## src/rtl/rom_32x8.sv

```systemverilog
// rom_32x8: 32-word by 8-bit read-only table with a registered, enabled read port.
//   clk        in   rising-edge clock for all state
//   rst        in   asynchronous active-high reset; clears datab and data_valid
//   addrb      in   read address, word index 0..31
//   read_en    in   read enable; datab loads the addressed word only when high
//   datab      out  registered read data, one clock after the enabled address
//   data_valid out  registered copy of read_en, marks cycles holding fresh read data
module rom_32x8 #(
    parameter int ADDR_W = 5,
    parameter int DATA_W = 8
) (
    input  logic              clk,
    input  logic              rst,
    input  logic [ADDR_W-1:0] addrb,
    input  logic              read_en,
    output logic [DATA_W-1:0] datab,
    output logic              data_valid
);
    logic [DATA_W-1:0] rom_word;
    // Word a is {~a[2:0], a[4:0]}; X or unmatched addresses fall to zero.
    always_comb begin
        case (addrb)
            5'd0:    rom_word = 8'hE0;
            5'd1:    rom_word = 8'hC1;
            5'd2:    rom_word = 8'hA2;
            5'd3:    rom_word = 8'h83;
            5'd4:    rom_word = 8'h64;
            5'd5:    rom_word = 8'h45;
            5'd6:    rom_word = 8'h26;
            5'd7:    rom_word = 8'h07;
            5'd8:    rom_word = 8'hE8;
            5'd9:    rom_word = 8'hC9;
            5'd10:   rom_word = 8'hAA;
            5'd11:   rom_word = 8'h8B;
            5'd12:   rom_word = 8'h6C;
            5'd13:   rom_word = 8'h4D;
            5'd14:   rom_word = 8'h2E;
            5'd15:   rom_word = 8'h0F;
            5'd16:   rom_word = 8'hF0;
            5'd17:   rom_word = 8'hD1;
            5'd18:   rom_word = 8'hB2;
            5'd19:   rom_word = 8'h93;
            5'd20:   rom_word = 8'h74;
            5'd21:   rom_word = 8'h55;
            5'd22:   rom_word = 8'h36;
            5'd23:   rom_word = 8'h17;
            5'd24:   rom_word = 8'hF8;
            5'd25:   rom_word = 8'hD9;
            5'd26:   rom_word = 8'hBA;
            5'd27:   rom_word = 8'h9B;
            5'd28:   rom_word = 8'h7C;
            5'd29:   rom_word = 8'h5D;
            5'd30:   rom_word = 8'h3E;
            5'd31:   rom_word = 8'h1F;
            default: rom_word = 8'h00;
        endcase
    end
    always_ff @(posedge clk or posedge rst) begin
        if (rst) begin
            datab      <= '0;
            data_valid <= 1'b0;
        end else begin
            data_valid <= read_en;
            if (read_en) datab <= rom_word;
        end
    end
endmodule

```

## config.mk

```make
export PLATFORM = sky130hd
export DESIGN_NAME = rom_32x8
export DESIGN_NICKNAME = d
export VERILOG_FILES = /design/src/rtl/rom_32x8.sv
export SDC_FILE = /design/constraint.sdc
export NUM_CORES = 1
export LEC_CHECK = 0
export ABC_AREA = 1
export CORE_AREA = 10 10 47 49
export CTS_CLUSTER_SIZE = 10
export DETAILED_ROUTE_END_ITERATION = 12
export DIE_AREA = 0 0 57 59
export SLEW_MARGIN = 20
export SYNTH_ARGS = -nofsm -noshare
export SYNTH_HDL_FRONTEND = slang
export SYNTH_SLANG_ARGS = --single-unit
```

## constraint.sdc

```tcl
create_clock -name clk -period 0.8 [get_ports clk]
set_input_delay 0.12 -clock clk [delete_from_list [all_inputs] [get_ports clk]]
set_output_delay 0.12 -clock clk [all_outputs]
set_load 0.03 [all_outputs]
```

# Yosys cells after proc, flatten, opt, wreduce, memory -nomap -nowiden
# Memory sizes are Yosys's and may differ from the RTL's. A register that Yosys moved wholly into a read port is not among the register bits.
# Cells that the tools add are included.
# totals
register_bits,1
latchBits,0
ramBits,0
mem_bits_ro,256
inputBits,8
elab_cells,2
memories,1
# classes
add_sub_neg,0
mul,0
n_div,0
n_lt_le_gt_ge,0
eq_ne,0
shifts,0
mux,0
bitwise_logic,0
n_reduce_logical,0
# memory_table
name,words,word_bits,rd,rd_clocked_by_memory_dff,wr,line,rtl
(no name shown),32,8,1,1,0,22,case (addrb)

# Longest topological paths before layout
# depth
depth_word,0
ltp_mapped,4
mapped_depth_nobuf,3

# Worst setup path before layout
# Ideal clock, no wire load.
# synth_timing
path_kind,register -> register
startpoint,reg datab[5] (netlist name)
endpoint,reg datab[5]
setup_ns,0.117
t_arrival_ns,0.616
required_ns,0.683
path_slack_ns,0.068
stages_incl_launch_ff,3
period_less_slack_ns,0.732
path_cell_list,dfrtp_1 -> nand2_1 -> nand2_1
# synth_rtl
element,line,rtl
to (decl),16,"output logic [DATA_W-1:0] datab,"

# Worst setup path in the final report
# layout_timing
startpoint,reg datab[4]
endpoint,out datab[4]
# No word-level cell between the ends.

==> impl_metrics.toml <==
[synth]
synth-seq-area-share_pct = 65.2
top_cells_by_area_synth = "dfrtp_1 65%, nand2_1 26%, inv_1 4.3%, buf_6 3.3%, inv_2 1.1%"
synth.distinct_cells = 5
synth-seq-cells = 9
synth.cell_area_um2 = 345
netlist.top_cell.by_area = "dfrtp_1"
yosysWarningCount = 0
netlist_instances = 39
syn-num-nets = 47
synth_largest_type_area_fraction_pct = 65.2
syn_area_per_cell_um2 = 8.85

[timing]
fin_ws_ps = -111
slew_headroom_pct = 77.9
final-max-slew-violation-count = 0
fin_tns_setup_ps = -961
finalCritPeriodShare_pct = 114
setup_viol_count_final = 11
finalCriticalPeriod_ps = 911
achievable-frequency_mhz = 1100
unrepaired_setup_endpoints_after_global_routing = "true"
worstMarginPinSlew_ps = 332
finalClockSkew_ps = 0
hold_viol = 0

[finish]
layout-area-overhead-vs-synth_pct = 77.9
post_route_cells_drive_above_1_share_pct = 33.3
layoutNonFillerInstCount = 82
antenna_cells = 0
final.fill_count = 153
finalNetCount = 75
layout.cells.most_common = "nand2_1"
final_util_pct = 43.8
commonest_non_fill_non_tap_cells_in_the_layout = "23 x nand2_1, 9 x dfrtp_1, 9 x buf_6"

[die]
die_area_mm2 = 0.00336
floorplan.io_pins = 17
die_wd_um = 57
rows = 14
initial_core_util_pct = 24.6
core_area_mm2 = 0.00140
die_y_um = 59

[drt]
drc = 0
drt-initial-drc-count = 3
vias_per_cell = 3.87
drt.antenna.violating_nets = 0
wire_per_inst_um = 10.5
total_iterations_of_the_first_detailed_routing_run = 4
vias = 317
totalWireLength_um = 860

[placement]
place.detailed.instances = 72
io_buffer_count = 16
gp_routability_congestion = 0.685
dp_hpwl_um = 677

[global_routing]
track_usage_pct = 5.40
overflow = 0
maximum_number_of_pins_on_one_net_before_global_route_repair = 10
grt_pass1_wl_um = 1430
antenna_violations_before_repair = 0
first_global_vias = 320

[run]
maxCapViolCount = 0

[worst_setup_path]
cp-end-kind = "primary output"
standard_cell_with_the_maximum_stage_delay_on_the_critical_path = "dfrtp_1"
reg2regPathDepth = 4
critPathMaxFanout = 2
timing.rr.start = "datab[1]"
cpPeakStageDelay_ps = 390
worstReg2RegEnd = "datab[1]"
path_class = "flop to primary output"
cp_data_arrival_time_ps = 790
timing.critical_path.cells = "buf_6"
regToRegSetupSlack_ps = -40
start_kind = "flop"
cpLargestDelayFamily = "flip-flops"
crit_required_ps = 680
crit_cells = 1
cp_num_buf_inv = 1

[clocking]
root_buffer = "clkbuf_4"
cts_tree = "yes"
tritoncts.num_buffers = 3
clock_insertion_delay_worst_skew_ps = 250
cts.sinks = 9
cts_max_path_buffers = 2
clk_pin_slew_worst_paths_ps = 60
ctsHtreeMaxLevel = 1

[status]
violations = "setup timing"
run_status = "complete, but fails checks"

[pwr]
power.static_leakage_nw = 0.341
irDropWorstVdd_mv = 0.753
p_per_area_mw_per_mm2 = 1900

[hold_path]
path_type_of_the_worst_min_delay_path = "input port to async pin"
[final cells by class]
class / instances / area [µm²] / share of cell area, %
clock buffers: 4 / 26.3 / 4.28
inverters: 5 / 18.8 / 3.05
multi-input cells: 24 / 92.6 / 15.1
flip-flops and latches: 9 / 225 / 36.7
well taps: 16 / 20.0 / 3.26
repair buffers: 24 / 231 / 37.7
[flip-flops by register name, indices dropped and copies added (netlist names)]
name and count:
datab 8, data_valid 1
[power by group]
group / total (W) / leakage (nW) / internal (W) / switching [W]
Combinational: 0.000310 / 0.217 / 0.000157 / 0.000153
Sequential: 0.000520 / 0.109 / 0.000494 / 0.0000258
Clock: 0.000336 / 0.0150 / 0.000191 / 0.000145
Total: 0.00117 / 0.341 / 0.000843 / 0.000324
[cells by family after synthesis]
group	after synthesis	synth area share (%)
and+or+nand+nor	24	26.1
DFF	9	65.2
buffers and inverters	6	8.69
[worst register-to-register path, delay by kind of cell, from the launching register on]
kind                   cells  cell delay (ps)
DFF                        1              390
buffers and inverters      2              260
and+or+nand+nor            2               90
[metal layers]
layer / part of all wire, % / global-route usage [%] / vias to the layer above
li1: - / - / 167
met1: 42 / 5.57 / 139
met2: 48 / 8.06 / 11
met3: 10 / 3.65 / 0
met4: 0 / 3.02 / 0
met5: 0 / 0 / -
[worst max-delay path by stage]
stage,from,to,slack [ps]
finish,datab[4],datab[4],-110
global route,datab[5],datab[5],-160
CTS,datab[6],datab[6],-120
detailed placement,read_en,datab[6],-180
global placement,read_en,datab[6],-160
floorplan,datab[5],datab[5],70
[repair_timing]
action                     4_1_cts  5_1_grt
resized for setup                9        1
buffers inserted                 3        3
hold buffers                     0        0
hold endpoints to repair         0        0
setup endpoints to repair        9        9
[cell usage after synthesis (all sizes together)]
library cell and count:
inv 5, nand2 24, buf 1, dfrtp 9
[per-stage QoR]
| step | power (W) | cell area [µm²] | worst slack [ps] | hold WS (ps) |
|---|---|---|---|---|
| 2_1_floorplan | 0.000654 | 345 | 67.8 | -52.1 |
| 3_5_place_dp | 0.000774 | 507 | -181 | 403 |
| 6_report | 0.00117 | 614 | -111 | 116 |
| 5_1_grt | 0.00125 | 614 | -155 | 138 |
| 4_1_cts | 0.00117 | 589 | -125 | 124 |
| 3_3_place_gp | 0.000771 | 507 | -163 | 404 |
(Power assumes the default switching activity.)
